### config.mk
export PLATFORM = sky130hd
export DESIGN_NAME = level_manager
export DESIGN_NICKNAME = d
export VERILOG_FILES = /design/src/rtl/level_manager.sv
export SDC_FILE = /design/constraint.sdc
export NUM_CORES = 1
export LEC_CHECK = 0
export CORE_MARGIN = 2
export CORE_UTILIZATION = 52
export DETAILED_ROUTE_END_ITERATION = 10
export GPL_TIMING_DRIVEN = 0
export PLACE_DENSITY = 0.73
export SYNTH_ARGS = -nofsm -noshare
export SYNTH_HDL_FRONTEND = slang
export SYNTH_SLANG_ARGS = --single-unit
### constraint.sdc
create_clock -name clk -period 2.4 [get_ports clk]
set_input_delay 0.24 -clock clk [delete_from_list [all_inputs] [get_ports clk]]
set_output_delay 0.24 -clock clk [all_outputs]
set_load 0.03 [all_outputs]
### src/rtl/level_manager.sv
// Level progression controller: owns the level number, inserts a frame-timed pause between levels,
// and flags won/over. Define LEVEL_BLINK_EN to blink the level display during the pause.
module level_manager #(
    parameter int FIRST_LEVEL       = 1,
    parameter int MAX_LEVEL         = 9,
    parameter int TRANSITION_FRAMES = 120,
    parameter int BLINK_FRAMES      = 15
) (
    input  logic       clk,
    input  logic       resetN,
    input  logic       startOfFrame,
    input  logic       newGame,
    input  logic       levelCleared,
    input  logic       gameOver,
    output logic [3:0] level,
    output logic       levelTransition,
    output logic       showLevel,
    output logic       gameWon
);

    if (FIRST_LEVEL < 1 || FIRST_LEVEL > MAX_LEVEL || MAX_LEVEL > 15 ||
        TRANSITION_FRAMES < 1 || TRANSITION_FRAMES > 255 ||
        BLINK_FRAMES < 1 || BLINK_FRAMES > 255) begin : g_param_check
        $error("level_manager: parameter out of range");
    end

    localparam logic [3:0] FIRST_LVL  = 4'(FIRST_LEVEL);
    localparam logic [3:0] MAX_LVL    = 4'(MAX_LEVEL);
    localparam logic [7:0] LAST_FRAME = 8'(TRANSITION_FRAMES - 1);

    typedef enum logic [2:0] {IDLE, PLAY, TRANSITION, WON, OVER} state_t;

    state_t     state_q, state_d;
    logic [3:0] level_q, level_d;
    logic [7:0] frameCnt_q, frameCnt_d;
    logic       gameWon_q, gameWon_d;
    logic       showLevel_q, showLevel_d;
    logic       trans_q;

`ifdef LEVEL_BLINK_EN
    localparam logic [7:0] LAST_BLINK = 8'(BLINK_FRAMES - 1);
    logic [7:0] blinkCnt_q, blinkCnt_d;
`endif

    always_comb begin
        state_d     = state_q;
        level_d     = level_q;
        frameCnt_d  = frameCnt_q;
        gameWon_d   = gameWon_q;
        // Display is shown everywhere except while a blink phase is running in TRANSITION.
        showLevel_d = 1'b1;
`ifdef LEVEL_BLINK_EN
        blinkCnt_d  = 8'd0;
`endif
        if (newGame) begin
            state_d    = TRANSITION;
            level_d    = FIRST_LVL;
            gameWon_d  = 1'b0;
            frameCnt_d = 8'd0;
        end else begin
            case (state_q)
                PLAY: begin
                    if (gameOver) begin
                        state_d = OVER;
                    end else if (levelCleared) begin
                        if (level_q < MAX_LVL) begin
                            level_d    = level_q + 4'd1;
                            frameCnt_d = 8'd0;
                            state_d    = TRANSITION;
                        end else begin
                            gameWon_d = 1'b1;
                            state_d   = WON;
                        end
                    end
                end
                TRANSITION: begin
                    if (gameOver) begin
                        state_d    = OVER;
                        frameCnt_d = 8'd0;
                    end else begin
`ifdef LEVEL_BLINK_EN
                        blinkCnt_d  = blinkCnt_q;
                        showLevel_d = showLevel_q;
`endif
                        if (startOfFrame) begin
                            if (frameCnt_q == LAST_FRAME) begin
                                state_d     = PLAY;
                                frameCnt_d  = 8'd0;
`ifdef LEVEL_BLINK_EN
                                blinkCnt_d  = 8'd0;
                                showLevel_d = 1'b1;
`endif
                            end else begin
                                frameCnt_d = frameCnt_q + 8'd1;
`ifdef LEVEL_BLINK_EN
                                if (blinkCnt_q == LAST_BLINK) begin
                                    blinkCnt_d  = 8'd0;
                                    showLevel_d = ~showLevel_q;
                                end else begin
                                    blinkCnt_d = blinkCnt_q + 8'd1;
                                end
`endif
                            end
                        end
                    end
                end
                default: ;
            endcase
        end
    end

    always_ff @(posedge clk or negedge resetN) begin
        if (!resetN) begin
            state_q     <= IDLE;
            level_q     <= FIRST_LVL;
            frameCnt_q  <= 8'd0;
            gameWon_q   <= 1'b0;
            showLevel_q <= 1'b1;
            trans_q     <= 1'b0;
`ifdef LEVEL_BLINK_EN
            blinkCnt_q  <= 8'd0;
`endif
        end else begin
            state_q     <= state_d;
            level_q     <= level_d;
            frameCnt_q  <= frameCnt_d;
            gameWon_q   <= gameWon_d;
            showLevel_q <= showLevel_d;
            trans_q     <= (state_d == TRANSITION);
`ifdef LEVEL_BLINK_EN
            blinkCnt_q  <= blinkCnt_d;
`endif
        end
    end

    assign level           = level_q;
    assign levelTransition = trans_q;
    assign showLevel       = showLevel_q;
    assign gameWon         = gameWon_q;

endmodule

==> results.sh <==
export IMPL_slew_headroom=0.4983
export IMPL_maxCapViolations=0
export IMPL_final_common_cell="dfrtp_1"
export IMPL_pin_count=13
export IMPL_diodes=0
export IMPL_outcome="finished clean"
export IMPL_cts_buffer_depth=2
export IMPL_synth_edf_count=0
export IMPL_setup_viol_count_final=0
export IMPL_end_kind="flop"
export IMPL_synth_cells=104
export IMPL_fin_crit_ps=2207
export IMPL_grt_pass1_vias=806
export IMPL_drtPass1Iterations=4
export IMPL_grtUsageTotal=0.2237
export IMPL_coreArea_um2=1727
export IMPL_startpoint_type="flop"
export IMPL_root_buffer="clkbuf_4"
export IMPL_cp_depth=5
export IMPL_yosys_top_cells_area="dfrtp_1 42%, a21oi_1 4.7%, nor2_1 4.3%"
export IMPL_drt_wl_total_um=1951
export IMPL_worstMarginPinSlew_ps=750.3
export IMPL_synth_distinct_cells=37
export IMPL_irDropWorstVdd_mv=0.3717
export IMPL_dieWidth_um=46.79
export IMPL_min_period_over_period=0.9194
export IMPL_synth_top_area_share=0.4205
export IMPL_holdWs_ps=368.4
export IMPL_fin_setup_tns_ps=0
export IMPL_dpl_cell_count=140
export IMPL_rsz0062_at_grt="false"
export IMPL_place_gp_congestion=0.8224
export IMPL_num_vias=810
export IMPL_place_hpwl_um=1454
export IMPL_layout_drive_gt1_share=0.09244
export IMPL_clock_sinks=17
export IMPL_ys_async_sr_fraction=1.000
export IMPL_port_buffers=11
export IMPL_path_max_fanout=8
export IMPL_finalClockSkew_ps=12.28
export IMPL_criticalPathCategory="reg -> reg"
export IMPL_cpLargestDelayFamily="simple AND/OR/NAND/NOR gates"
export IMPL_leakage_nw=0.4647
export IMPL_multi_input_area_um2=494.2
export IMPL_hold_viol=0
export IMPL_path_cells="or4b_4 > a211oi_4 > nor2_2 > or4_1 > o21ai_0"
export IMPL_netlist_area_um2=952.2
export IMPL_dieArea_um2=2189
export IMPL_initial_core_util=0.5514
export IMPL_p_per_area_nw_per_um2=478.7
export IMPL_synth_yosys_seq_area_share=0.4481
export IMPL_die_y_um=46.79
export IMPL_area_delta_synth_final_pct=18.27
export IMPL_yosysTopAreaCell="dfrtp_1"
export IMPL_r2r_cells=5
export IMPL_drc=0
export IMPL_final_nets=129
export IMPL_cts_buffers=3
export IMPL_cts_htree_levels=1
export IMPL_viasPerCell=5.625
export IMPL_synth_nets=113
export IMPL_worst_path_buf_inv=0
export IMPL_hold_class="in -> async"
export IMPL_nFillCells=145
export IMPL_slew_viol_final=0
export IMPL_yosys_warnings=0
export IMPL_cpPeakStageDelay_ps=560
export IMPL_power_total_mw=0.5391
export IMPL_seq_area_um2=426.7
export IMPL_grt_pass1_wl_um=3450
export IMPL_drtAntennaViolNets=0
export IMPL_worst_ep_arrival_time_ps=2420
export IMPL_fin_cells=144
export IMPL_critPathSlowestCell="or4b_4"
export IMPL_global_route_overflow_total=0
export IMPL_wl_per_cell_um=13.55
export IMPL_cp_required_ps=2620
export IMPL_cts_tree="yes"
export IMPL_grt_antenna_before_repair=0
export IMPL_synth_area_per_cell_um2=9.155
export IMPL_clk_pin_slew_ps=110
export IMPL_clk_latency_ps=300
export IMPL_dr_first_iter_drc_count=16
export IMPL_ys_seq_elements=17
export IMPL_max_freq_ghz=0.4532
export IMPL_fp_row_count=15
export IMPL_layout_common_cells="16 x dfrtp_1, 11 x nor2_1, 11 x clkdlybuf4s50_1"
export IMPL_grt_start_max_net_pins=18
export IMPL_synth_ff_type="dfrtp_1"
[final timing paths]
check	slack [ps]	startpoint	endpoint
max reg2reg	190	state_q[1]	frameCnt_q[7]
min in group clk	530	gameWon	gameWon
max	190	state_q[1]	frameCnt_q[7]
min	370	resetN	frameCnt_q[6]
min reg2reg	530	gameWon	gameWon
max in group asynchronous	1550	resetN	gameWon
[cells in the mapped netlist (all sizes together) (3+ instances only)]
cell type / instances
nor3: 4
and3: 3
nand2: 6
nand3: 6
nor2: 12
ha: 3
dfrtp: 16
o21ai: 4
inv: 6
a21oi: 9
o22ai: 3
[power breakdown]
group / internal [mW] / switching (mW) / total, mW
Combinational: 0.0319 / 0.0476 / 0.0795
Clock: 0.0648 / 0.0947 / 0.160
Sequential: 0.293 / 0.00722 / 0.300
[metrics by stage]
| stage | area [um^2] | setup slack [ps] | utilization |
|---|---|---|---|
| finish | 1126 | 193.3 | 0.6522 |
| global route | 1126 | 10.47 | 0.6522 |
| CTS | 1120 | 131.9 | 0.6486 |
| detailed placement | 1094 | -163.0 | 0.6333 |
| global placement | 1094 | -153.2 | 0.6333 |
| floorplan | 952.2 | 342.7 | - |
[registers in the layout (all words and copies together), names as in the netlist]
signal,cells
frameCnt_q,8
gameWon,1
state_q,3
level,4
levelTransition,1
[area by class of cell]
type / instances / area share
multi-input cells: 78 / 0.4389
flip-flops and latches: 17 / 0.3789
repair buffers: 11 / 0.09778
well taps: 25 / 0.02778
clock buffers: 4 / 0.02333
inverters: 6 / 0.02000
plain buffers: 3 / 0.01333
[per-layer routing]
metal | global-route usage | routed length (um) | vias to the layer above
met5 | 0 | 0 | -
met3 | 0.04231 | 86 | 4
met4 | 0.1000 | 27 | 0
met2 | 0.3589 | 948 | 20
met1 | 0.2944 | 888 | 382
li1 | - | - | 404
[logic make-up (layout without fill, tap and decap cells)]
kind of cell	count (synthesis)	count (layout)	share of synthesized area
other	1	1	0.003938
xor gates and xnor gates	3	3	0.02760
buffers and inverters	9	24	0.03943
AOI/OAI and AO/OA	26	26	0.1840
DFF	17	17	0.4481
adders and majority gates	3	3	0.03943
and+or+nand+nor	45	45	0.2576
[repair_timing]
item | CTS | global route
setup endpoints to repair | 0 | 3
buffers inserted | 0 | 0
hold buffers | 0 | 0
resized for setup | 0 | 1
Note: power is estimated with default switching activity, not from simulation.
